--- config.mk ---
export PLATFORM = sky130hd
export DESIGN_NAME = clcd_i2c_sequencer
export DESIGN_NICKNAME = d
export VERILOG_FILES = /design/src/rtl/clcd_pkg.sv /design/src/rtl/clcd_init_rom.sv /design/src/rtl/clcd_i2c_sequencer.sv
export SDC_FILE = /design/constraint.sdc
export NUM_CORES = 1
export LEC_CHECK = 0
export ABC_AREA = 1
export ABC_CLOCK_PERIOD_IN_PS = 3550
export CAP_MARGIN = 20
export CORE_AREA = 8 8 108 110
export CTS_BUF_LIST = sky130_fd_sc_hd__clkbuf_16
export CTS_CLUSTER_DIAMETER = 100
export DETAILED_ROUTE_END_ITERATION = 10
export DIE_AREA = 0 0 116 118
export PLACE_DENSITY = 0.65
export SYNTH_ARGS = -nofsm -noshare
export SYNTH_HDL_FRONTEND = slang
export SYNTH_HIERARCHICAL = 1
export SYNTH_SLANG_ARGS = --single-unit
--- constraint.sdc ---
create_clock -name clk -period 3.55 [get_ports clk]
set_input_delay 0.71 -clock clk [delete_from_list [all_inputs] [get_ports clk]]
set_output_delay 0.71 -clock clk [all_outputs]
set_load 0.01 [all_outputs]
--- src/rtl/clcd_pkg.sv ---
// Shared types and constants for the HD44780-over-PCF8574 I2C sequencer.
// Holds FSM encodings, backpack bit positions, the init entry layout and delay defaults.
package clcd_pkg;

  typedef enum logic [2:0] {
    POR_WAIT, INIT_FETCH, IDLE, HI_EN, HI_DIS, LO_EN, LO_DIS, EXEC_WAIT
  } state_t;

  typedef enum logic [1:0] {PH_START, PH_WAIT_HI, PH_WAIT_LO} phase_t;

  localparam int PCF_RS = 0;
  localparam int PCF_RW = 1;
  localparam int PCF_EN = 2;
  localparam int PCF_BL = 3;

  localparam int DLY_W = 13;
  localparam int POR_W = 16;

  localparam int T_POR_US_DEF    = 50_000;
  localparam int T_CMD_US_DEF    = 40;
  localparam int T_CLR_US_DEF    = 1_600;
  localparam int T_INIT_LONG_US  = 4_100;
  localparam int T_INIT_SHORT_US = 100;

  typedef struct packed {
    logic             nibble_only;
    logic [7:0]       data;
    logic [DLY_W-1:0] delay_us;
  } init_entry_t;

  function automatic logic [7:0] pcf_byte(input logic [3:0] nib, input logic bl,
                                          input logic en, input logic rs);
    logic [7:0] b;
    b         = '0;
    b[7:4]    = nib;
    b[PCF_BL] = bl;
    b[PCF_EN] = en;
    b[PCF_RW] = 1'b0;
    b[PCF_RS] = rs;
    return b;
  endfunction

endpackage

--- src/rtl/clcd_init_rom.sv ---
// HD44780 4-bit power-on initialisation list. Nibble-only entries carry the
// nibble in data[7:4]; the final entry flags the end of the sequence.
module clcd_init_rom
  import clcd_pkg::*;
#(
  parameter int T_CMD_US = T_CMD_US_DEF,
  parameter int T_CLR_US = T_CLR_US_DEF
) (
  input  logic [2:0]       i_idx,
  output logic             o_nibble_only,
  output logic [7:0]       o_data,
  output logic [DLY_W-1:0] o_delay_us,
  output logic             o_last
);

  init_entry_t w_entry;

  // NOTE: every output gets a default before the case so no latch is inferred.
  always_comb begin
    w_entry = '{nibble_only: 1'b1, data: 8'h30, delay_us: DLY_W'(T_INIT_SHORT_US)};
    o_last  = 1'b0;
    case (i_idx)
      3'd0: w_entry = '{1'b1, 8'h30, DLY_W'(T_INIT_LONG_US)};
      3'd3: w_entry = '{1'b1, 8'h20, DLY_W'(T_INIT_SHORT_US)};
      3'd4: w_entry = '{1'b0, 8'h28, DLY_W'(T_CMD_US)};
      3'd5: w_entry = '{1'b0, 8'h0C, DLY_W'(T_CMD_US)};
      3'd6: w_entry = '{1'b0, 8'h06, DLY_W'(T_CMD_US)};
      3'd7: begin
        w_entry = '{1'b0, 8'h01, DLY_W'(T_CLR_US)};
        o_last  = 1'b1;
      end
      default: ;
    endcase
  end

  assign o_nibble_only = w_entry.nibble_only;
  assign o_data        = w_entry.data;
  assign o_delay_us    = w_entry.delay_us;

endmodule

--- src/rtl/clcd_i2c_sequencer.sv ---
// Splits HD44780 bytes into PCF8574 4-bit-mode writes, runs the power-on init
// list and execution delays, and hands one write at a time to the I2C master.
module clcd_i2c_sequencer
  import clcd_pkg::*;
#(
  parameter int         CLK_HZ   = 100_000_000,
  parameter logic [6:0] I2C_ADDR = 7'h27,
  parameter int         T_POR_US = T_POR_US_DEF,
  parameter int         T_CMD_US = T_CMD_US_DEF,
  parameter int         T_CLR_US = T_CLR_US_DEF
) (
  input  logic       clk,
  input  logic       reset_p,
  input  logic [7:0] i_byte,
  input  logic       i_rs,
  input  logic       i_valid,
  output logic       o_ready,
  input  logic       i_backlight,
  output logic       o_init_done,
  output logic [6:0] o_addr,
  output logic [7:0] o_data,
  output logic       o_RW,
  output logic       o_valid,
  input  logic       i_busy
);

  localparam int TICK_DIV = (CLK_HZ / 1_000_000 > 0) ? CLK_HZ / 1_000_000 : 1;
  localparam int TICK_W   = (TICK_DIV > 1) ? $clog2(TICK_DIV) : 1;

  logic [TICK_W-1:0] r_tick_cnt;
  logic              w_tick;
  logic              r_busy_meta, r_busy_sync;

  state_t            r_state;
  phase_t            r_phase;
  logic [POR_W-1:0]  r_por_cnt;
  logic [DLY_W-1:0]  r_dly_cnt, r_delay;
  logic [2:0]        r_init_idx;
  logic [7:0]        r_byte;
  logic              r_rs, r_bl, r_nib_only, r_last;
  logic              r_ready, r_valid, r_init_done;
  logic [7:0]        r_data;

  logic              w_rom_nib_only, w_rom_last, w_clr, w_is_en;
  logic [7:0]        w_rom_data, w_tx_data;
  logic [DLY_W-1:0]  w_rom_delay;
  logic [3:0]        w_nib;
  state_t            w_next_send;

  assign w_tick = (r_tick_cnt == TICK_W'(TICK_DIV - 1));

  // NOTE: sequential state uses non-blocking assignments so every flop samples pre-edge values.
  always_ff @(posedge clk or posedge reset_p) begin
    if (reset_p)     r_tick_cnt <= '0;
    else if (w_tick) r_tick_cnt <= '0;
    else             r_tick_cnt <= r_tick_cnt + TICK_W'(1);
  end

  // i_busy comes from the master's clock domain; only r_busy_sync reaches the FSM.
  always_ff @(posedge clk or posedge reset_p) begin
    if (reset_p) begin
      r_busy_meta <= 1'b0;
      r_busy_sync <= 1'b0;
    end else begin
      r_busy_meta <= i_busy;
      r_busy_sync <= r_busy_meta;
    end
  end

  clcd_init_rom #(.T_CMD_US(T_CMD_US), .T_CLR_US(T_CLR_US)) u_rom (
    .i_idx         (r_init_idx),
    .o_nibble_only (w_rom_nib_only),
    .o_data        (w_rom_data),
    .o_delay_us    (w_rom_delay),
    .o_last        (w_rom_last)
  );

  assign w_clr     = !i_rs && (i_byte >= 8'h01) && (i_byte <= 8'h03);
  assign w_is_en   = (r_state == HI_EN) || (r_state == LO_EN);
  assign w_nib     = (r_state == HI_EN || r_state == HI_DIS) ? r_byte[7:4] : r_byte[3:0];
  assign w_tx_data = pcf_byte(w_nib, r_bl, w_is_en, r_rs);

  always_comb begin
    w_next_send = EXEC_WAIT;
    case (r_state)
      HI_EN:   w_next_send = HI_DIS;
      HI_DIS:  w_next_send = r_nib_only ? EXEC_WAIT : LO_EN;
      LO_EN:   w_next_send = LO_DIS;
      default: w_next_send = EXEC_WAIT;
    endcase
  end

  always_ff @(posedge clk or posedge reset_p) begin
    if (reset_p) begin
      r_state     <= POR_WAIT;
      r_phase     <= PH_START;
      r_por_cnt   <= '0;
      r_dly_cnt   <= '0;
      r_delay     <= '0;
      r_init_idx  <= '0;
      r_byte      <= '0;
      r_rs        <= 1'b0;
      r_bl        <= 1'b0;
      r_nib_only  <= 1'b0;
      r_last      <= 1'b0;
      r_ready     <= 1'b0;
      r_valid     <= 1'b0;
      r_init_done <= 1'b0;
      r_data      <= '0;
    end else begin
      case (r_state)
        POR_WAIT: if (w_tick) begin
          if (r_por_cnt == POR_W'(T_POR_US - 1)) begin
            r_por_cnt <= '0;
            r_state   <= INIT_FETCH;
          end else begin
            r_por_cnt <= r_por_cnt + POR_W'(1);
          end
        end
        INIT_FETCH: begin
          r_byte     <= w_rom_data;
          r_rs       <= 1'b0;
          r_bl       <= i_backlight;
          r_nib_only <= w_rom_nib_only;
          r_delay    <= w_rom_delay;
          r_last     <= w_rom_last;
          r_phase    <= PH_START;
          r_state    <= HI_EN;
        end
        IDLE: if (i_valid && r_ready) begin
          r_byte     <= i_byte;
          r_rs       <= i_rs;
          r_bl       <= i_backlight;
          r_nib_only <= 1'b0;
          r_last     <= 1'b0;
          r_delay    <= w_clr ? DLY_W'(T_CLR_US) : DLY_W'(T_CMD_US);
          r_ready    <= 1'b0;
          r_phase    <= PH_START;
          r_state    <= HI_EN;
        end
        HI_EN, HI_DIS, LO_EN, LO_DIS: begin
          case (r_phase)
            PH_START: begin
              r_data  <= w_tx_data;
              r_valid <= 1'b1;
              r_phase <= PH_WAIT_HI;
            end
            PH_WAIT_HI: if (r_busy_sync) begin
              r_valid <= 1'b0;
              r_phase <= PH_WAIT_LO;
            end
            default: if (!r_busy_sync) begin
              r_dly_cnt <= '0;
              r_phase   <= PH_START;
              r_state   <= w_next_send;
            end
          endcase
        end
        EXEC_WAIT: if (w_tick) begin
          if (r_dly_cnt + DLY_W'(1) >= r_delay) begin
            r_dly_cnt <= '0;
            if (r_init_done || r_last) begin
              r_init_done <= 1'b1;
              r_ready     <= 1'b1;
              r_state     <= IDLE;
            end else begin
              r_init_idx <= r_init_idx + 3'd1;
              r_state    <= INIT_FETCH;
            end
          end else begin
            r_dly_cnt <= r_dly_cnt + DLY_W'(1);
          end
        end
        default: r_state <= POR_WAIT;
      endcase
    end
  end

  assign o_ready     = r_ready;
  assign o_valid     = r_valid;
  assign o_init_done = r_init_done;
  assign o_data      = r_data;
  assign o_addr      = I2C_ADDR;
  assign o_RW        = 1'b0;

endmodule

==> results of run 1 <==
[kinds of logic after synthesis]
logic type      count (synthesis)  synth area share [%]
simple gates                  307                  29.5
buf+inv                       122                  11.9
flops                          81                  42.1
compound gates                 71                  8.27
xor+xnor                       19                  3.46
fa+ha+maj                      17                  4.42
other cells                     3                 0.234
[critical path, cell delays in order (launching register included)]
cell and delay [ps]:
dfrtp_1 370, inv_1 80, nor3_1 410, nand2_1 160
nor2_1 140, xor2_1 210, ha_1 260, nand2_1 60
nor2_1 50, inv_1 70, a21oi_1 40, nor2_1 210
nand3_2 190, inv_1 350, nand3_1 110, o21ai_1 110
[cell usage in the layout (no fill, tap or decap), drive strengths merged]
master,Yosys,routed
dfrtp,81,81
clkdlybuf4s50,0,23
nand3b,2,2
inv,87,86
nor3b,2,2
clkinv,1,4
xnor2,6,6
clkbuf,3,9
a31o,1,1
a31oi,12,12
clkinvlp,0,1
nand3,66,66
or3,1,1
nor3,16,16
o21ai,39,39
xor2,13,13
o211ai,2,2
buf,31,4
o21bai,1,1
bufinv,0,3
ha,17,17
nor2,68,68
nand2,132,132
a21oi,12,12
o2111ai,1,1
a32o,2,2
nand4,17,17
conb,3,17
a21boi,1,1
nor4,3,3
[per-layer routing]
layer,vias to the layer above,GRT usage (%)
met5,-,0
li1,2015,-
met4,0,8.03
met1,1849,20.8
met3,21,2.92
met2,86,26.0
[state kept, by name, summed over array words and instances, names as in the netlist, 2 cells and up]
register,flops
r_init_idx,3
r_tick_cnt,7
r_state,3
r_por_cnt,16
r_delay,13
r_byte,8
r_dly_cnt,13
r_phase,2
o_data,7
[power groups by stage]
stage | registers (W) | clock network [W] | logic (W)
after detailed placement | 0.000943 | 0 | 0.0000451
after global placement | 0.000943 | 0 | 0.0000448
final | 0.000926 | 0.00106 | 0.0000438
after CTS | 0.000925 | 0.00107 | 0.0000453
after floorplan | 0.000942 | 0 | 0.0000339
after global routing | 0.000925 | 0.00111 | 0.0000514
[layout make-up]
class / instances / area [um2]
fillers: 966 / 4610
well taps: 136 / 170
repair buffers: 27 / 260
inverters: 88 / 334
flip-flops and latches: 81 / 2030
multi-input cells: 431 / 2260
clock inverters: 6 / 108
clock buffers: 9 / 225
[per-stage QoR]
| stage | utilization [%] | cells | setup slack [ps] | area (um2) | total power (W) |
|---|---|---|---|---|---|
| 5_1_grt | 53.9 | 778 | 361 | 5390 | 0.00209 |
| 3_5_place_dp | 50.5 | 763 | 662 | 5050 | 0.000988 |
| 4_1_cts | 53.9 | 778 | 668 | 5390 | 0.00204 |
| 2_1_floorplan | - | 634 | 760 | 4860 | 0.000976 |
| 6_report | 53.9 | 778 | 645 | 5390 | 0.00202 |
| 3_3_place_gp | 50.5 | 763 | 756 | 5050 | 0.000987 |
[path summary, 6_finish.rpt]
path	from	to	slack, ps	cells past startpoint
setup / recovery	r_dly_cnt[0]	r_dly_cnt[3]	640	15
hold / removal	r_busy_meta	r_busy_sync	360	0
setup reg to reg	r_dly_cnt[0]	r_dly_cnt[3]	640	15
hold reg to reg	r_busy_meta	r_busy_sync	360	0
max in group asynchronous	reset_p	r_dly_cnt[3]	1950	3
min in group asynchronous	reset_p	r_delay[0]	810	2
==> impl_metrics.yaml, run 1 <==
power_and_ir_drop:
  peakVddDrop_mv: 0.264
  switching_share_pct: 19.9
  seq_power_share_pct: 45.7
  clkPwrFrac_pct: 52.1
  p_comb_share_pct: 2.2
  switchingPower_w: 0.000404
  leakagePower_nw: 2.61
  power_density_nw_per_um2: 376
  p_int_w: 0.00162
floorplanning:
  die_area_um2: 13700
  die_x_um: 116
  die_h_um: 118
  core-area_um2: 10000
  pin_count: 33
  initial_core_util_pct: 48.1
  rows: 37
synthesis:
  synth_seq_cells: 81
  synth_flop_cell: "dfrtp_1"
  synth.top_cell.area_share_pct: 42.1
  synth.avg_cell_area_um2: 7.76
  async_reset_ff_share_pct: 100
  synth_commonest_cells: "128 x nand2_1, 82 x inv_1, 81 x dfrtp_1"
  syn_area_um2: 4810
  synth.distinct_cells: 39
  syn_inst: 620
  synth_edf_count: 0
  ys_seq_area_share_pct: 42.1
  synth_area_leader_cell: "dfrtp_1"
  yosys_warnings: 6
  yosysMostFrequentCell: "nand2_1"
  netlist_top_cells_area: "dfrtp_1 42%, nand2_1 10%, inv_1 6.4%"
detailed_routing:
  dr.pass1.iters: 4
  post_drt_wl_per_cell_um: 13.2
  drc: 0
  wl_met2_mm: 4.82
  wl_met3_um: 506
  vias: 3971
  ant_nets: 0
  viasPerCell: 5.10
  first_iter_violations: 240
  wirelength_mm: 10.3
  routed.top_layer: "met4"
  wl_met1_mm: 4.64
setup_path:
  critPathMaxFanout: 13
  required_ps: 3800
  worst_ep_arrival_time_ps: 3160
  critical_path_class: "reg -> reg"
  startpoint_type: "flop"
  critPathCaptureType: "flop"
timing:
  setup_violations: 0
  rsz0062_at_grt: "no"
  period_minus_slack_ps: 2910
  tightestPinTransition_ps: 747
  clock_skew_ps: 7.22
  slew_headroom_pct: 50.1
  min_period_over_period_pct: 81.8
  fmax_ghz: 0.344
  hold_viol_final: 0
  setup_tns_ps: 0
  fin_hold_ws_ps: 355
  slew_violations: 0
global_route:
  gr-usage-all-layers_pct: 16.4
  grt_antenna_before_repair: 0
  grt_pass1_vias: 3918
  grt_max_degree: 44
  grt.overflow.total: 0
  grt_pass1_wl_mm: 18.1
clocking:
  cts-root-buf: "clkbuf_16"
  postCtsSetupRepairBufs: 0
  clockBufferDepth: 2
  cts_num_sinks: 81
  htreeDepth: 3
  cts_hold_buf: 0
  clk_latency_ps: 340
  cts_resized: 0
  clkTransAtPathRegs_ps: 60
  numCtsBuffers: 9
  cts_tree: "built"
cells_and_area:
  drive_gt1_share_pct: 6.54
  antenna_cells: 0
  syn_to_final_growth_pct: 12.0
  nets: 669
placed_design:
  place.port_buffers: 23
  place.gp.congestion: 0.884
  dpl.hpwl_mm: 7.67
worst_hold_path:
  hold_path.class: "reg -> reg"
flow_run:
  drv_cap: 0
run_status:
  status: "finished, final reports clean"
(Power assumes the default switching activity.)
==> run 2, diff against run 1 <==
--- a/config.mk
+++ b/config.mk
@@ -6,14 +6,14 @@
 export NUM_CORES = 1
 export LEC_CHECK = 0
 export ABC_AREA = 1
-export ABC_CLOCK_PERIOD_IN_PS = 3550
+export ABC_CLOCK_PERIOD_IN_PS = 2500
 export CAP_MARGIN = 20
 export CORE_AREA = 8 8 108 110
 export CTS_BUF_LIST = sky130_fd_sc_hd__clkbuf_16
 export CTS_CLUSTER_DIAMETER = 100
 export DETAILED_ROUTE_END_ITERATION = 10
 export DIE_AREA = 0 0 116 118
-export PLACE_DENSITY = 0.65
+export PLACE_DENSITY = 0.67
 export SYNTH_ARGS = -nofsm -noshare
 export SYNTH_HDL_FRONTEND = slang
 export SYNTH_HIERARCHICAL = 1
==> constraint.sdc (replaced) <==
create_clock -name clk -period 2.5 [get_ports clk]
set_input_delay 0.5 -clock clk [delete_from_list [all_inputs] [get_ports clk]]
set_output_delay 0.5 -clock clk [all_outputs]
set_load 0.01 [all_outputs]
==> impl_metrics.yaml, run 2 (synthesized netlist as in run 1, its figures left out) <==
timing:
  tightestPinTransition_ps: 600
  fmax_ghz: 0.378
  rsz0062_at_grt: "yes"
  clock_skew_ps: 8.62
  min_period_over_period_pct: 106
  fin_hold_ws_ps: 359
  period_minus_slack_ps: 2640
  slew_violations: 0
  hold_viol_final: 0
  setup_violations: 16
  slew_headroom_pct: 59.9
  setup_ws_ps: -143
detailed_routing:
  drc: 0
  first_iter_violations: 298
  ant_nets: 0
  vias: 4195
  viasPerCell: 5.22
  post_drt_wl_per_cell_um: 14.4
  wirelength_mm: 11.6
  dr.pass1.iters: 5
placed_design:
  place.port_buffers: 23
  dpl.hpwl_mm: 7.68
  place.gp.congestion: 0.950
flow_run:
  drv_cap: 0
clocking:
  cts_hold_buf: 0
  clk_latency_ps: 340
  cts-root-buf: "clkbuf_16"
  htreeDepth: 3
  numCtsBuffers: 9
  cts_tree: "built"
  clockBufferDepth: 2
  cts_num_sinks: 81
  clkTransAtPathRegs_ps: 60
setup_path:
  critPathMaxFanout: 7
  critical_path_class: "reg -> reg"
  crit_buf_inv: 2
  worst_ep_arrival_time_ps: 2850
  path_cells: "nand2_1, nor2_2, nand3_4, xnor2_4, ha_4, nand2_2, nor2_4, inv_2, nor3_2, nand2_2, nand3_4, clkinvlp_4, nand3_2, o21ai_1"
  crit_family: "simple AND/OR/NAND/NOR gates"
  startpoint_type: "flop"
  critPathCaptureType: "flop"
  cpPeakStageDelay_ps: 450
  required_ps: 2700
  slowest_stage: "dfrtp_1"
cells_and_area:
  layout_commonest_cell: "nand2_1"
  reg_top3: "r_por_cnt: 16 flops, r_delay: 13 flops, r_dly_cnt: 13 flops"
  antenna_cells: 0
  drive_gt1_share_pct: 18.4
  final_util_pct: 59.4
  syn_to_final_growth_pct: 23.5
  largest_register_ffs: 16
  num-fill-cells: 865
  layout_common_cells: "117 x nand2_1, 80 x dfrtp_1, 77 x inv_1, 58 x nor2_1, 42 x nand3_1"
  largest_register: "r_por_cnt"
  nets: 693
global_route:
  grt_antenna_before_repair: 0
  grt_max_degree: 36
  grt_pass1_vias: 4029
  grt_pass1_wl_mm: 18.8
  grt.overflow.total: 0
  gr-usage-all-layers_pct: 16.9
floorplanning:
  die_area_um2: 13700
  die_h_um: 118
  die_x_um: 116
  core-area_um2: 10000
  initial_core_util_pct: 48.1
  pin_count: 33
  rows: 37
run_status:
  violations: "negative setup slack"
  status: "complete, but fails checks"
power_and_ir_drop:
  leakagePower_nw: 2.78
  power_density_nw_per_um2: 455
  peakVddDrop_mv: 0.260
worst_hold_path:
  hold_path.class: "reg -> reg"
## run 2: final cells by class
type                       instances  area [um2]  area share (%)
multi-input combinational        431        2620            44.1
sequential                        81        2030            34.1
timing repair buffer              50         478            8.04
inverter                          88         343            5.77
clock buffer                       9         225            3.79
tap                              136         170            2.86
clock inverter                     7        67.6            1.14
timing repair inverter             1        7.51           0.126
## run 2: worst reg2reg max path: stages (launching register included)
cell and delay (ps):
dfrtp_1 450, nand2_1 180, nor2_2 200, nand3_4 120
xnor2_4 170, ha_4 280, nand2_2 80, nor2_4 140
inv_2 70, nor3_2 120, nand2_2 100, nand3_4 90
clkinvlp_4 250, nand3_2 170, o21ai_1 80
## run 2: final timing paths
check | cells after the start | endpoint | slack (ps) | start
setup / recovery | 14 | r_dly_cnt[1] | -140 | r_dly_cnt[9]
hold / removal | 0 | r_busy_sync | 360 | r_busy_meta
setup reg to reg | 14 | r_dly_cnt[1] | -140 | r_dly_cnt[9]
hold reg to reg | 0 | r_busy_sync | 360 | r_busy_meta
max in group asynchronous | 3 | r_dly_cnt[8] | 1350 | reset_p
min in group asynchronous | 2 | o_valid | 570 | reset_p
## run 2: layer usage
layer | vias up | global-route usage, % | part of all wire [%]
li1 | 2064 | - | -
met3 | 22 | 2.77 | 4.2
met2 | 88 | 27.2 | 48
met5 | - | 0 | 0
met4 | 0 | 8.03 | 2.9
met1 | 2021 | 21.5 | 45
## run 2: repair_timing
action	in CTS	in global routing
pin swaps	10	25
resized for setup	35	44
gates cloned	1	0
endpoints found under the setup margin	19	21
buffers inserted	6	9
## run 2: where the power goes
part	total, W	internal [W]	switching (W)
combinational	0.0000684	0.0000257	0.0000427
clock	0.00132	0.000772	0.000552
sequential	0.00131	0.00131	0.00000103
## run 2: per-stage QoR
step | setup slack, ps | cells | TNS, ps | total power [W] | cell area [um2]
after floorplan | 84.1 | 634 | 0 | 0.00139 | 4870
after global placement | -12.0 | 773 | -71.2 | 0.00141 | 5170
after detailed placement | -127 | 773 | -1660 | 0.00141 | 5170
after CTS | -22.5 | 796 | -106 | 0.00273 | 5670
after global routing | -275 | 803 | -3770 | 0.00280 | 5940
final | -143 | 803 | -1240 | 0.00271 | 5940
==> run 3, diff against run 2 <==
--- a/config.mk
+++ b/config.mk
@@ -5,15 +5,14 @@
 export SDC_FILE = /design/constraint.sdc
 export NUM_CORES = 1
 export LEC_CHECK = 0
-export ABC_AREA = 1
 export ABC_CLOCK_PERIOD_IN_PS = 2500
 export CAP_MARGIN = 20
-export CORE_AREA = 8 8 108 110
+export CORE_AREA = 8 8 105 107
 export CTS_BUF_LIST = sky130_fd_sc_hd__clkbuf_16
 export CTS_CLUSTER_DIAMETER = 100
 export DETAILED_ROUTE_END_ITERATION = 10
-export DIE_AREA = 0 0 116 118
-export PLACE_DENSITY = 0.67
+export DIE_AREA = 0 0 113 115
+export PLACE_DENSITY = 0.68
 export SYNTH_ARGS = -nofsm -noshare
 export SYNTH_HDL_FRONTEND = slang
 export SYNTH_HIERARCHICAL = 1
==> impl_metrics.yaml, run 3 <==
run_status:
  status: "complete, but fails checks"
  violations: "negative setup slack"
global_route:
  busiest_layer: "met2"
  met3_usage_pct: 2.73
  gr-usage-all-layers_pct: 16.4
  met1_usage_pct: 20.3
  grt.overflow.total: 0
  grt_antenna_before_repair: 0
  grt_max_degree: 70
  grt_pass1_vias: 3690
  grt_pass1_wl_mm: 17.4
  use_met2_pct: 27.4
timing:
  fmax_ghz: 0.330
  period_minus_slack_ps: 3030
  hold_viol_final: 0
  min_period_over_period_pct: 121
  slew_headroom_pct: 62.9
  clock_skew_ps: 5.41
  setup_ws_ps: -526
  setup_violations: 21
  rsz0062_at_grt: "yes"
  slew_violations: 0
  setup_tns_ps: -7120
  tightestPinTransition_ps: 556
synthesis:
  yosys_warnings: 6
  synth_seq_cells: 81
  syn_inst: 496
  synth_edf_count: 0
  ys_seq_area_share_pct: 44.2
  synth_commonest_cells: "81 x dfrtp_1, 62 x nand2_1, 36 x nor2_1"
  netlist_top_cells_area: "dfrtp_1 44%, nand2_1 5.1%, ha_1 4.6%"
  synth_area_leader_cell: "dfrtp_1"
  async_reset_ff_share_pct: 100
  yosysMostFrequentCell: "dfrtp_1"
  synth.avg_cell_area_um2: 9.25
  syn_area_um2: 4590
  synth.top_cell.area_share_pct: 44.2
  synth.distinct_cells: 58
  synth_flop_cell: "dfrtp_1"
placed_design:
  place.port_buffers: 23
  placed_area_um2: 5180
  dpl.hpwl_mm: 7.24
  place_ws_ps: -464
  place.gp.congestion: 0.810
setup_path:
  critical_path_class: "reg -> reg"
  cpPeakStageDelay_ps: 420
  slowest_stage: "dfrtp_1"
  cp_common_cell: "ha_4"
  critPathCaptureType: "flop"
  path_cells: "ha_4, nand2_4, nor3_4, and3_4, xnor2_2, inv_2, ha_4, nand4_1, buf_4, o21bai_4, a2111oi_4, mux2_2"
  rr_startpoint: "r_dly_cnt[0]"
  startpoint_type: "flop"
  required_ps: 2720
  critPathMaxFanout: 3
  worst_ep_arrival_time_ps: 3250
  crit_start: "r_dly_cnt[0]"
worst_hold_path:
  hold_path.class: "reg -> reg"
  hp-start: "r_busy_meta"
detailed_routing:
  wirelength_mm: 10.8
  vias: 3713
  drc: 0
  viasPerCell: 5.51
  ant_nets: 0
  first_iter_violations: 183
  post_drt_wl_per_cell_um: 16.0
  dr.pass1.iters: 4
floorplanning:
  initial_core_util_pct: 48.5
  rows: 36
  die_x_um: 113
  pin_count: 33
  die_area_um2: 13000
  core-area_um2: 9460
  die_h_um: 115
cells_and_area:
  layout_commonest_cell: "dfrtp_1"
  antenna_cells: 0
  largest_register_ffs: 16
  postLayoutCellArea_um2: 5860
  largest_register: "r_por_cnt"
  nets: 586
  final_util_pct: 61.9
  reg_top3: "r_por_cnt: 16 flops, r_delay: 13 flops, r_dly_cnt: 13 flops"
  syn_to_final_growth_pct: 27.6
  drive_gt1_share_pct: 23.2
  layout_common_cells: "81 x dfrtp_1, 61 x nand2_1, 41 x buf_4, 35 x nor2_1, 24 x o21ai_0"
clocking:
  clk_latency_ps: 340
  cts_hold_buf: 0
  numCtsBuffers: 9
  clockBufferDepth: 2
  cts_num_sinks: 81
  cts_tree: "built"
  clkTransAtPathRegs_ps: 70
  cts-root-buf: "clkbuf_16"
  htreeDepth: 3
power_and_ir_drop:
  peakVddDrop_mv: 0.510
  power_density_nw_per_um2: 895
  leakagePower_nw: 2.72
flow_run:
  drv_cap: 0
==> run 3: layout make-up <==
class | instances | area [um2]
sequential | 81 | 2030
fill | 786 | 3600
multi-input combinational | 366 | 2620
timing repair buffer | 72 | 641
clock buffer | 9 | 225
inverter | 25 | 97.6
tap | 114 | 143
clock inverter | 7 | 101
==> run 3: power by group <==
part	switching (W)	total, W	internal (W)
Sequential	0.000189	0.00180	0.00162
Clock	0.000560	0.00145	0.000887
Combinational	0.00109	0.00199	0.000905
==> run 3: cells by family (layout without fill, tap and decap cells) <==
family / Yosys count / in the layout / share of synthesized area, %
buffers and inverters: 63 / 113 / 7.09
multiplexers: 15 / 15 / 3.35
AND/OR/NAND/NOR: 194 / 194 / 21.5
flip-flops: 81 / 81 / 44.2
XOR/XNOR: 31 / 31 / 5.92
other: 3 / 17 / 0.245
adder cells (fa/ha/maj): 17 / 17 / 4.63
AO/OA/AOI/OAI: 92 / 92 / 13.1
==> run 3: path summary, 6_finish.rpt <==
path | end | slack, ps | depth (start not counted)
setup / recovery | r_init_idx[1] | -530 | 12
hold / removal | r_busy_sync | 350 | 0
setup reg to reg | r_init_idx[1] | -530 | 12
hold reg to reg | r_busy_sync | 350 | 0
max in group asynchronous | r_delay[5] | 1360 | 3
min in group asynchronous | r_dly_cnt[9] | 490 | 2
==> run 3: critical path: cells and delay by family, from the launching register on <==
kind	cells	cell delay (ps)
and+or+nand+nor	4	700
DFF	1	420
AOI/OAI and AO/OA	2	580
buffers and inverters	2	290
xor gates and xnor gates	1	120
muxes	1	370
adders and majority gates	2	440
==> run 3: metrics by stage <==
| step | std cells | total power, W | hold WS, ps |
|---|---|---|---|
| floorplan | 510 | 0.00288 | 331 |
| global route | 674 | 0.00557 | 371 |
| CTS | 670 | 0.00506 | 352 |
| detailed placement | 650 | 0.00354 | 336 |
| finish | 674 | 0.00524 | 350 |
| global placement | 650 | 0.00349 | 333 |
==> run 3: per-layer routing <==
layer,up-vias,share of wire [%]
met5,-,0
met4,0,2.4
met3,21,2.3
met2,56,50
met1,1829,46
li1,1807,-
==> run 3: repair_timing <==
| action | CTS | global route |
|---|---|---|
| endpoints found under the setup margin | 21 | 21 |
| resized for setup | 15 | 43 |
| buffers inserted | 4 | 6 |
| pin swaps | 5 | 19 |
